===== src/rtl/spi_acl_responder_if.sv =====
// SPI bus bundle between an external mode-0 master and spi_acl_responder.
// The master modport drives the serial clock, data and select; the slave drives miso.
interface spi_acl_responder_if;
  logic sclk;
  logic mosi;
  logic ss_n;
  logic miso;

  modport master (output sclk, output mosi, output ss_n, input miso);
  modport slave  (input sclk, input mosi, input ss_n, output miso);
endinterface


===== src/rtl/spi_acl_responder.sv =====
// SPI mode-0 register-file responder: 0x0A write / 0x0B read bursts plus a local port.
// Define SPI_ACL_RO_ID_EN to make addresses 0x00-0x02 read-only ID bytes 0xAD/0x1D/0xF2.
module spi_acl_responder #(
  parameter int ADDR_W = 6
) (
  input  logic               clk,
  input  logic               reset,
  spi_acl_responder_if.slave spi,
  input  logic               reg_wr,
  input  logic [ADDR_W-1:0]  reg_addr,
  input  logic [7:0]         reg_wr_data,
  output logic [7:0]         reg_rd_data,
  output logic               xfer_done
);

  localparam int         NREGS     = 2 ** ADDR_W;
  localparam logic [7:0] CMD_WRITE = 8'h0A;
  localparam logic [7:0] CMD_READ  = 8'h0B;

  typedef enum logic [2:0] {IDLE, CMD, ADDR, DATA, IGN} state_t;

  state_t            r_state;
  state_t            w_nextState;

  logic [2:0]        r_sclkSync;
  logic [2:0]        r_ssSync;
  logic [1:0]        r_mosiSync;
  logic [1:0]        r_settle;
  logic              r_armed;
  logic [2:0]        r_bitCnt;
  logic [7:0]        r_rx;
  logic [7:0]        r_tx;
  logic              r_opRead;
  logic              r_skipShift;
  logic              r_miso;
  logic              r_xferDone;
  logic [7:0]        r_rdData;
  logic [ADDR_W-1:0] r_ptr;
  logic [7:0]        r_regs [NREGS];

  logic              w_sclkRise;
  logic              w_sclkFall;
  logic              w_ssFall;
  logic              w_ssRise;
  logic              w_abort;
  logic              w_shiftIn;
  logic              w_byteDone;
  logic              w_spiWr;
  logic              w_spiWrEn;
  logic              w_localWrEn;
  logic [7:0]        w_rxByte;
  logic [7:0]        w_spiRdData;
  logic [7:0]        w_localRdData;
  logic [ADDR_W-1:0] w_ptrNext;
  logic [ADDR_W-1:0] w_spiRdAddr;

  // r_armed blocks a select that was already low through reset from looking like a new falling edge
  always_ff @(posedge clk) begin
    if (reset) begin
      r_sclkSync <= '0;
      r_ssSync   <= '1;
      r_mosiSync <= '0;
      r_settle   <= '0;
      r_armed    <= 1'b0;
    end else begin
      r_sclkSync <= {r_sclkSync[1:0], spi.sclk};
      r_ssSync   <= {r_ssSync[1:0], spi.ss_n};
      r_mosiSync <= {r_mosiSync[0], spi.mosi};
      if (r_settle != 2'd3) r_settle <= r_settle + 2'd1;
      if (r_settle == 2'd3 && r_ssSync[2]) r_armed <= 1'b1;
    end
  end

  assign w_sclkRise  = r_sclkSync[1] & ~r_sclkSync[2];
  assign w_sclkFall  = ~r_sclkSync[1] & r_sclkSync[2];
  assign w_ssFall    = r_armed & r_ssSync[2] & ~r_ssSync[1];
  assign w_ssRise    = r_ssSync[1] & ~r_ssSync[2];
  assign w_abort     = w_ssRise && (r_state != IDLE);
  assign w_shiftIn   = w_sclkRise && !w_abort &&
                       (r_state == CMD || r_state == ADDR || r_state == DATA);
  assign w_byteDone  = w_shiftIn && (r_bitCnt == 3'd7);
  assign w_rxByte    = {r_rx[6:0], r_mosiSync[1]};
  assign w_ptrNext   = r_ptr + ADDR_W'(1);
  assign w_spiRdAddr = (r_state == ADDR) ? w_rxByte[ADDR_W-1:0] : w_ptrNext;
  assign w_spiWr     = w_byteDone && (r_state == DATA) && !r_opRead;

`ifdef SPI_ACL_RO_ID_EN
  function automatic logic isId(input logic [ADDR_W-1:0] a);
    return a < ADDR_W'(3);
  endfunction

  function automatic logic [7:0] idByte(input logic [ADDR_W-1:0] a);
    case (a)
      ADDR_W'(0): return 8'hAD;
      ADDR_W'(1): return 8'h1D;
      default:    return 8'hF2;
    endcase
  endfunction

  assign w_spiRdData   = isId(w_spiRdAddr) ? idByte(w_spiRdAddr) : r_regs[w_spiRdAddr];
  assign w_localRdData = isId(reg_addr) ? idByte(reg_addr) : r_regs[reg_addr];
  assign w_spiWrEn     = w_spiWr && !isId(r_ptr);
  assign w_localWrEn   = reg_wr && !isId(reg_addr);
`else
  assign w_spiRdData   = r_regs[w_spiRdAddr];
  assign w_localRdData = r_regs[reg_addr];
  assign w_spiWrEn     = w_spiWr;
  assign w_localWrEn   = reg_wr;
`endif

  always_ff @(posedge clk) begin
    if (reset) r_state <= IDLE;
    else       r_state <= w_nextState;
  end

  always_comb begin
    w_nextState = r_state;
    if (w_abort) begin
      w_nextState = IDLE;
    end else begin
      case (r_state)
        IDLE: if (w_ssFall) w_nextState = CMD;
        CMD:  if (w_byteDone)
                w_nextState = (w_rxByte == CMD_WRITE || w_rxByte == CMD_READ) ? ADDR : IGN;
        ADDR: if (w_byteDone) w_nextState = DATA;
        DATA: w_nextState = DATA;
        IGN:  w_nextState = IGN;
        default: w_nextState = IDLE;
      endcase
    end
  end

  // The transmit register is reloaded on the last rising edge of each ADDR/DATA byte of a read;
  // the falling edge right after a reload must not shift, or bit 7 would never reach the master.
  always_ff @(posedge clk) begin
    if (reset) begin
      r_bitCnt    <= '0;
      r_rx        <= '0;
      r_tx        <= '0;
      r_opRead    <= 1'b0;
      r_skipShift <= 1'b0;
      r_ptr       <= '0;
      r_miso      <= 1'b0;
      r_xferDone  <= 1'b0;
    end else begin
      r_xferDone <= w_abort;
      r_miso     <= (r_state == DATA && r_opRead) ? r_tx[7] : 1'b0;
      if (w_abort || (r_state == IDLE && w_ssFall)) begin
        r_bitCnt    <= '0;
        r_rx        <= '0;
        r_tx        <= '0;
        r_skipShift <= 1'b0;
      end else if (w_shiftIn) begin
        r_rx     <= w_rxByte;
        r_bitCnt <= r_bitCnt + 3'd1;
        if (w_byteDone) begin
          case (r_state)
            CMD:     r_opRead <= (w_rxByte == CMD_READ);
            ADDR:    r_ptr    <= w_rxByte[ADDR_W-1:0];
            DATA:    r_ptr    <= w_ptrNext;
            default: r_ptr    <= r_ptr;
          endcase
          if (r_opRead && r_state != CMD) begin
            r_tx        <= w_spiRdData;
            r_skipShift <= 1'b1;
          end
        end
      end else if (r_state == DATA && r_opRead && w_sclkFall) begin
        if (r_skipShift) r_skipShift <= 1'b0;
        else             r_tx        <= {r_tx[6:0], 1'b0};
      end
    end
  end

  // The SPI write is placed last so it wins a same-cycle collision with a local write
  always_ff @(posedge clk) begin
    if (reset) begin
      for (int i = 0; i < NREGS; i++) r_regs[i] <= '0;
      r_rdData <= '0;
    end else begin
      if (w_localWrEn) r_regs[reg_addr] <= reg_wr_data;
      if (w_spiWrEn)   r_regs[r_ptr]    <= w_rxByte;
      r_rdData <= w_localRdData;
    end
  end

  assign spi.miso    = r_miso & ~spi.ss_n;
  assign xfer_done   = r_xferDone;
  assign reg_rd_data = r_rdData;

endmodule


===== src/flat_wrapper.sv =====
// flat-port wrapper written by rule: the top's interface ports become plain ports
module spi_acl_responder_flat 
#(
  parameter int ADDR_W = 6
)
  (clk, reset, reg_wr, reg_addr, reg_wr_data, reg_rd_data, xfer_done, spi_sclk, spi_mosi, spi_ss_n, spi_miso);
  spi_acl_responder_if spi_i ();
  input  logic clk;
  input  logic reset;
  input  logic reg_wr;
  input  logic [ADDR_W-1:0] reg_addr;
  input  logic [7:0] reg_wr_data;
  output logic [7:0] reg_rd_data;
  output logic xfer_done;
  input wire logic [$bits(spi_i.sclk)-1:0] spi_sclk;
  input wire logic [$bits(spi_i.mosi)-1:0] spi_mosi;
  input wire logic [$bits(spi_i.ss_n)-1:0] spi_ss_n;
  output wire logic [$bits(spi_i.miso)-1:0] spi_miso;
  assign spi_i.sclk = spi_sclk;
  assign spi_i.mosi = spi_mosi;
  assign spi_i.ss_n = spi_ss_n;
  assign spi_miso = spi_i.miso;
  spi_acl_responder #(.ADDR_W(ADDR_W)) u_core (.clk(clk), .reset(reset), .spi(spi_i), .reg_wr(reg_wr), .reg_addr(reg_addr), .reg_wr_data(reg_wr_data), .reg_rd_data(reg_rd_data), .xfer_done(xfer_done));
endmodule

===== config.mk =====
export PLATFORM = sky130hd
export DESIGN_NAME = spi_acl_responder_flat
export DESIGN_NICKNAME = d
export VERILOG_FILES = /design/src/rtl/spi_acl_responder_if.sv /design/src/rtl/spi_acl_responder.sv /design/src/flat_wrapper.sv
export SDC_FILE = /design/constraint.sdc
export NUM_CORES = 2
export LEC_CHECK = 0
export CAP_MARGIN = 20
export CORE_MARGIN = 2
export CORE_UTILIZATION = 25
export CTS_CLUSTER_DIAMETER = 120
export DETAILED_ROUTE_END_ITERATION = 8
export GPL_TIMING_DRIVEN = 0
export PLACE_DENSITY = 0.45
export SETUP_SLACK_MARGIN = 0.3
export SLEW_MARGIN = 10
export SYNTH_ARGS = -nofsm -noshare
export SYNTH_HDL_FRONTEND = slang
export SYNTH_SLANG_ARGS = --single-unit

===== constraint.sdc =====
create_clock -name clk -period 6 [get_ports clk]
set_input_delay 0.6 -clock clk [delete_from_list [all_inputs] [get_ports clk]]
set_output_delay 0.6 -clock clk [all_outputs]
set_load 0.02 [all_outputs]

* After elaboration in Yosys (flattened, before gate mapping)
Memory sizes are Yosys's and may differ from the RTL's. A register that Yosys moved wholly into a read port is not among the register bits.
Index checks and enable logic that the tools add are counted.
** Word-level totals
- Input bits :: 20
- Output and inout bits :: 10
- RAM bits :: 512
- Word-level logic and storage cells :: 108
- Memories kept :: 1
- Bits in registers :: 42
** Operators by class
- Muxes and demuxes :: 30
- Reductions and logical operators :: 31
- $add $sub $neg :: 3
- Bitwise gates (word level) :: 13
- Equality and inequality tests :: 16
** Memory list
- u_core.r_regs :: words 64, bits a word 8, rd ports 2, clocked after Yosys merged registers in 1, wr ports 64, RTL line spi_acl_responder.sv:39 : logic [7:0] r_regs [NREGS];
** Operators with widths (count)
- 8-bit two-way mux :: 7
- 6-bit two-way mux :: 3
- 8-bit by 4-bit equality test with 1-bit output (second input constant) :: 2
- 8-bit OR reduction :: 2
- 3-bit one-hot mux with 5 select lines :: 1
- 1-bit two-way mux :: 14
- 3-bit two-way mux :: 4
- 6-bit one-hot mux with 2 select lines :: 1
- 4-bit AND reduction :: 3
- 1-bit logical AND :: 11
- 2-bit inequality test (second input constant) :: 4
- 1-bit inverter :: 7
- 6-bit by 1-bit adder with 6-bit output (second input constant) :: 1
- 1-bit AND :: 6
- 3-bit by 2-bit equality test with 1-bit output (second input constant) :: 2
- 3-bit equality test (second input constant) :: 2
- 2-bit by 1-bit inequality test with 1-bit output (second input constant) :: 3
- 3-bit AND reduction :: 2
- 2-bit OR reduction :: 3
- 1-bit logical OR :: 4
- 2-bit nonzero test :: 2
- 3-bit by 1-bit adder with 3-bit output (second input constant) :: 1
- 3-bit by 1-bit equality test with 1-bit output (second input constant) :: 1
- 3-bit zero test :: 1
- other kinds (5) :: 6

* Logic depth before layout (Yosys ltp)
- Word-level depth :: 14
- Depth in mapped cells :: 13
- Mapped depth without buffers :: 10

* Worst setup path before layout
No wires, ideal clock.
- Kind :: input-to-reg
- Start :: input reg_addr[1]
- End :: memory u_core.r_regs[11][0], enable pin
- Arrival time :: 2588 ps
- Library setup time :: 328 ps
- Stages :: 9
- Slack :: 3083 ps
- Path buffers :: 3
- Required time :: 5672 ps
- Cells stage by stage :: buf_2 > inv_2 > nor2_1 > and2_1 > clkbuf_1 > buf_2 > nand2_1 > nor2_1 > or3_1
** RTL lines
- from (decl) :: RTL line flat_wrapper.sv:11 : input logic [ADDR_W-1:0] reg_addr;
- to (decl) :: RTL line spi_acl_responder.sv:39

* Worst setup path after layout
- Start :: register u_core.r_state[2]
- End :: register u_core.r_tx[3]
** Between the ends
- Longest elaborated chain between the ends :: 8
- Elaborated cells on any way between the ends :: 29
- Classes of those cells :: 7 x eq/ne; 4 x mux; 17 x reduce/logical; 1 x memory
** Ends and longest elaborated chain
- from (decl) :: RTL line spi_acl_responder.sv:22 : state_t r_state;
- from (signal assigned) :: RTL line spi_acl_responder.sv:113 : else r_state <= w_nextState;
- branches (longest 8 deep; another with memory 64 x 8 bit)
- to (signal assigned) :: RTL line spi_acl_responder.sv:164 : r_tx <= w_spiRdData;
- to (signal assigned) :: RTL line spi_acl_responder.sv:170 : else r_tx <= {r_tx[6:0], 1'b0};
- to (decl) :: RTL line spi_acl_responder.sv:32 : logic [7:0] r_tx;
Several ways; the timed one is not identified. The select of a mux whose other input is x is not followed.
A chain may end at the register's enable or synchronous reset.

==> flow_summary.html <==
<table>
<tr><th>Metric</th><th>Value</th></tr>
<tr><th colspan="2">Cells and area</th></tr>
<tr><td>Final-layout fill cell count</td><td>14200</td></tr>
<tr><td>Area overhead of the layout relative to synthesis</td><td>16.2%</td></tr>
<tr><td>Layout Cell Area excl Fill</td><td>0.0391 sq mm</td></tr>
<tr><td>Share of post-route cells with drive strength above 1</td><td>0.0664</td></tr>
<tr><td>Net total in the final layout</td><td>4257</td></tr>
<tr><td>Post-Layout Cell Count</td><td>6077</td></tr>
<tr><th colspan="2">Critical path</th></tr>
<tr><td>Library cell contributing the largest single delay on the critical path</td><td>sky130_fd_sc_hd__clkbuf_1</td></tr>
<tr><td>CP delay by family, top</td><td>simple AND/OR/NAND/NOR gates</td></tr>
<tr><td>Crit path cell chain</td><td>buf_2 -&gt; nor3b_1 -&gt; o21ai_0 -&gt; nor2_1 -&gt; buf_2 -&gt; clkbuf_1 -&gt; a31oi_1 -&gt; nand4_1 -&gt; o21ai_0 -&gt; nor4_1 -&gt; o21ai_1</td></tr>
<tr><td>Startpoint types</td><td>register</td></tr>
<tr><td>Worst R2R Path Depth</td><td>11</td></tr>
<tr><td>CP Depth</td><td>11</td></tr>
<tr><td>Capturing element type of the critical path</td><td>register</td></tr>
<tr><td>Path type of the worst setup path</td><td>reg2reg</td></tr>
<tr><td>Required arrival time at the worst endpoint</td><td>6.54 ns</td></tr>
<tr><td>Worst path max stage delay</td><td>0.96 ns</td></tr>
<tr><td>Critical path buffer and inverter count</td><td>3</td></tr>
<tr><td>Arrival time at the worst endpoint</td><td>6.12 ns</td></tr>
<tr><td>Peak fanout along the critical path</td><td>10</td></tr>
<tr><th colspan="2">Yosys</th></tr>
<tr><td>Synth Net Count</td><td>4123</td></tr>
<tr><td>Largest area contributor in the netlist</td><td>sky130_fd_sc_hd__edfxtp_1</td></tr>
<tr><td>Async set-reset flop share out of synthesis</td><td>0</td></tr>
<tr><td>Top cell type's share of synthesized area</td><td>0.457</td></tr>
<tr><td>Dominant synthesized flop cell</td><td>sky130_fd_sc_hd__edfxtp_1</td></tr>
<tr><td>Sequential-to-total area share from yosys stat</td><td>0.487</td></tr>
<tr><td>Post-synth EDFFs</td><td>512</td></tr>
<tr><td>Average cell area after synthesis</td><td>8.21 sq um</td></tr>
<tr><td>Count of unique library cells instantiated by Yosys</td><td>79</td></tr>
<tr><td>Summed instance area of the synthesized netlist</td><td>0.0336 sq mm</td></tr>
<tr><td>Post-Synthesis Cells</td><td>4099</td></tr>
<tr><td>Total of flip-flops plus latches after synthesis</td><td>562</td></tr>
<tr><td>Synth area leaders</td><td>sky130_fd_sc_hd__edfxtp_1 46%, sky130_fd_sc_hd__nand2_1 16%, sky130_fd_sc_hd__o21ai_0 8.2%</td></tr>
<tr><td>Count of warnings emitted by yosys</td><td>0</td></tr>
<tr><th colspan="2">Die</th></tr>
<tr><td>Site row count</td><td>134</td></tr>
<tr><td>Die outline width</td><td>371 um</td></tr>
<tr><td>Top-level I/O count</td><td>30</td></tr>
<tr><td>Initial core utilization</td><td>0.252</td></tr>
<tr><td>Die span in y</td><td>371 um</td></tr>
<tr><td>Die area</td><td>0.137 sq mm</td></tr>
<tr><td>Total core area</td><td>0.133 sq mm</td></tr>
<tr><th colspan="2">STA</th></tr>
<tr><td>Final hold violation count</td><td>0</td></tr>
<tr><td>Share of the clock period used by the worst path after layout</td><td>0.929</td></tr>
<tr><td>Final Max Slew Viols</td><td>0</td></tr>
<tr><td>Final setup skew</td><td>0.0295 ns</td></tr>
<tr><td>Tightest Pin Transition</td><td>1.40 ns</td></tr>
<tr><td>Min setup slack post-route</td><td>0.427 ns</td></tr>
<tr><td>Max-slew headroom at the worst pin</td><td>0.0659</td></tr>
<tr><td>Worst hold slack</td><td>0.425 ns</td></tr>
<tr><td>Unrepaired setup endpoints after global routing</td><td>false</td></tr>
<tr><td>Clock period minus final worst setup slack</td><td>5.57 ns</td></tr>
<tr><td>Fmax</td><td>179 MHz</td></tr>
<tr><td>Setup-violating endpoint count in the final report</td><td>0</td></tr>
<tr><th colspan="2">Global routing</th></tr>
<tr><td>Maximum number of pins on one net before global-route repair</td><td>14</td></tr>
<tr><td>Number of antenna violations at the first check in global routing</td><td>26</td></tr>
<tr><td>Via count of the first global-routing pass</td><td>32500</td></tr>
<tr><td>GRT overflow</td><td>0</td></tr>
<tr><td>Wire length of the first global-routing pass</td><td>301000 um</td></tr>
<tr><td>Total track usage</td><td>0.326</td></tr>
<tr><th colspan="2">Placement</th></tr>
<tr><td>Post-DP Area</td><td>0.0366 sq mm</td></tr>
<tr><td>Placed wire-length estimate after detailed placement</td><td>169000 um</td></tr>
<tr><td>Worst slack, placed</td><td>0.474 ns</td></tr>
<tr><td>Number of port buffers</td><td>19</td></tr>
<tr><td>Global placement routability congestion</td><td>1.13</td></tr>
<tr><td>Cell count after placement</td><td>5919</td></tr>
<tr><th colspan="2">Worst hold path</th></tr>
<tr><td>Kind of path behind the tightest hold check</td><td>reg2reg</td></tr>
<tr><td>Worst hold path depth</td><td>1</td></tr>
<tr><th colspan="2">Clocking</th></tr>
<tr><td>Clk_lat worst skew</td><td>0.69 ns</td></tr>
<tr><td>Clock tree from TritonCTS</td><td>built</td></tr>
<tr><td>Count of buffers added by post-CTS timing repair for setup</td><td>0</td></tr>
<tr><td>Clock buffer count from CTS</td><td>71</td></tr>
<tr><td>Post-CTS sizing</td><td>0</td></tr>
<tr><td>Clock Sink Count</td><td>562</td></tr>
<tr><td>Number of H-tree branching levels</td><td>3</td></tr>
<tr><td>Post-CTS Hold Fix Bufs</td><td>0</td></tr>
<tr><td>Master cell of the clock root buffer</td><td>sky130_fd_sc_hd__clkbuf_16</td></tr>
<tr><td>CTS clk-pin slew, worst paths</td><td>0.06 ns</td></tr>
<tr><td>Maximum buffer depth of the clock tree</td><td>3</td></tr>
<tr><th colspan="2">Pwr</th></tr>
<tr><td>Peak supply drop</td><td>0.000227 V</td></tr>
<tr><td>Leakage power</td><td>11.8 nW</td></tr>
<tr><td>Cell Pwr Density</td><td>259 mW/mm^2</td></tr>
<tr><th colspan="2">Flow run</th></tr>
<tr><td>Number of max-capacitance violations reported</td><td>0</td></tr>
<tr><th colspan="2">Routing</th></tr>
<tr><td>Number of remaining DRC errors</td><td>0</td></tr>
<tr><td>Antenna-violating nets left</td><td>0</td></tr>
<tr><td>Count of vias placed by the detailed router</td><td>37200</td></tr>
<tr><td>Routed wire per std cell</td><td>38.0 um</td></tr>
<tr><td>Via-to-Cell Ratio</td><td>6.13</td></tr>
<tr><td>Number of iterations in the first detailed-routing pass</td><td>8</td></tr>
<tr><td>DRC marker count from the first detailed-route iteration</td><td>7208</td></tr>
<tr><td>Final Routed Wirelength</td><td>231000 um</td></tr>
<tr><th colspan="2">Status</th></tr>
<tr><td>Outcome</td><td>finished clean</td></tr>
</table>
per-layer routing:
metal | share of wire | global-route usage | up-vias | wire length (um)
met1 | 0.39 | 0.419 | 18200 | 89300
met3 | 0.13 | 0.111 | 844 | 29300
met4 | 0.081 | 0.215 | 14 | 18800
li1 | - | - | 15000 | -
met5 | 0.00045 | 0 | - | 103
met2 | 0.40 | 0.460 | 3144 | 93400
layout by cell type (no fill, tap or decap), types with 22 or more instances in the layout:
cell type | synthesis | final
sky130_fd_sc_hd__nand2_1 | 1462 | 1460
sky130_fd_sc_hd__clkbuf_1 | 291 | 274
sky130_fd_sc_hd__a31oi_1 | 78 | 77
sky130_fd_sc_hd__nand4_1 | 49 | 49
sky130_fd_sc_hd__or3_1 | 68 | 68
sky130_fd_sc_hd__dfxtp_1 | 50 | 50
sky130_fd_sc_hd__nor2_1 | 191 | 191
sky130_fd_sc_hd__edfxtp_1 | 512 | 512
sky130_fd_sc_hd__mux2i_1 | 50 | 50
sky130_fd_sc_hd__a21oi_1 | 69 | 69
sky130_fd_sc_hd__clkbuf_2 | 0 | 29
sky130_fd_sc_hd__o21ai_0 | 554 | 554
sky130_fd_sc_hd__a221oi_1 | 58 | 58
sky130_fd_sc_hd__buf_8 | 0 | 22
sky130_fd_sc_hd__a22oi_1 | 108 | 108
sky130_fd_sc_hd__a32oi_1 | 25 | 25
sky130_fd_sc_hd__nand3_1 | 151 | 149
sky130_fd_sc_hd__a22o_1 | 58 | 58
sky130_fd_sc_hd__clkbuf_16 | 0 | 75
sky130_fd_sc_hd__buf_2 | 52 | 62
sky130_fd_sc_hd__buf_1 | 30 | 22
stage by stage:
| stage | total power [W] | setup TNS [ns] | util |
|---|---|---|---|
| CTS | 0.0100 | 0 | 0.292 |
| floorplan | 0.00499 | 0 | - |
| global placement | 0.00555 | -89.80 | 0.270 |
| finish | 0.0101 | 0 | 0.293 |
| detailed placement | 0.00556 | 0 | 0.274 |
| global route | 0.0102 | 0 | 0.292 |
cell usage after synthesis (15+ instances only):
cell type,number
sky130_fd_sc_hd__a21oi_1,69
sky130_fd_sc_hd__a32oi_1,25
sky130_fd_sc_hd__buf_1,30
sky130_fd_sc_hd__o21ai_0,554
sky130_fd_sc_hd__edfxtp_1,512
sky130_fd_sc_hd__nand2_1,1462
sky130_fd_sc_hd__dfxtp_1,50
sky130_fd_sc_hd__or3_1,68
sky130_fd_sc_hd__nand3_1,151
sky130_fd_sc_hd__nor2_1,191
sky130_fd_sc_hd__a31oi_1,78
sky130_fd_sc_hd__a221oi_1,58
sky130_fd_sc_hd__nand4_1,49
sky130_fd_sc_hd__nor4_1,15
sky130_fd_sc_hd__a22o_1,58
sky130_fd_sc_hd__buf_2,52
sky130_fd_sc_hd__clkbuf_1,291
sky130_fd_sc_hd__nor3_1,18
sky130_fd_sc_hd__a22oi_1,108
sky130_fd_sc_hd__mux2i_1,50
final timing paths:
| check | startpoint | endpoint | slack, ns |
|---|---|---|---|
| worst min-delay path | u_core.r_ssSync[0]$_SDFF_PP1_ | u_core.r_ssSync[1]$_SDFF_PP1_ | 0.43 |
| worst max register to register | u_core.r_state[2]$_SDFFE_PP0P_ | u_core.r_tx[3]$_SDFFE_PP0P_ | 0.43 |
| worst min register to register | u_core.r_ssSync[0]$_SDFF_PP1_ | u_core.r_ssSync[1]$_SDFF_PP1_ | 0.43 |
| worst max-delay path | u_core.r_state[2]$_SDFFE_PP0P_ | u_core.r_tx[3]$_SDFFE_PP0P_ | 0.43 |
cell type report:
cell class	instances	area, sq um	area share
clock buffer	87	1920	0.0492
clock inverter	45	449	0.0115
multi-input combinational	3155	15800	0.404
inverter	6	22.5	0.000576
buffer	376	1540	0.0394
sequential	562	16400	0.419
antenna	17	42.5	0.00109
tap	1768	2210	0.0566
timing repair buffer	61	723	0.0185
flip-flops by register name, indices dropped and copies added (netlist names):
signal and flops:
u_core.r_opRead 1, u_core.r_settle 2, u_core.r_ssSync 3, u_core.r_tx 8
u_core.r_ptr 6, u_core.reg_rd_data 8, u_core.xfer_done 1, u_core.r_rx 7
u_core.r_skipShift 1, u_core.r_state 3, u_core.r_miso 1, u_core.r_regs 512
u_core.r_sclkSync 3, u_core.r_mosiSync 2, u_core.r_armed 1, u_core.r_bitCnt 3
power by group:
part | switching [W] | internal, W | total, W
Combinational | 0.000605 | 0.000195 | 0.000800
Sequential | 0.000290 | 0.00447 | 0.00476
Clock | 0.00191 | 0.00263 | 0.00454
Total | 0.00280 | 0.00730 | 0.0101
logic make-up after synthesis:
family / share of synthesized area
adder cells (fa/ha/maj): 0.00149
XOR/XNOR: 0.00130
flip-flops: 0.487
AO/OA/AOI/OAI: 0.196
multiplexers: 0.0219
AND/OR/NAND/NOR: 0.248
buffers and inverters: 0.0450
No activity file was read; power rests on OpenSTA's default activity.
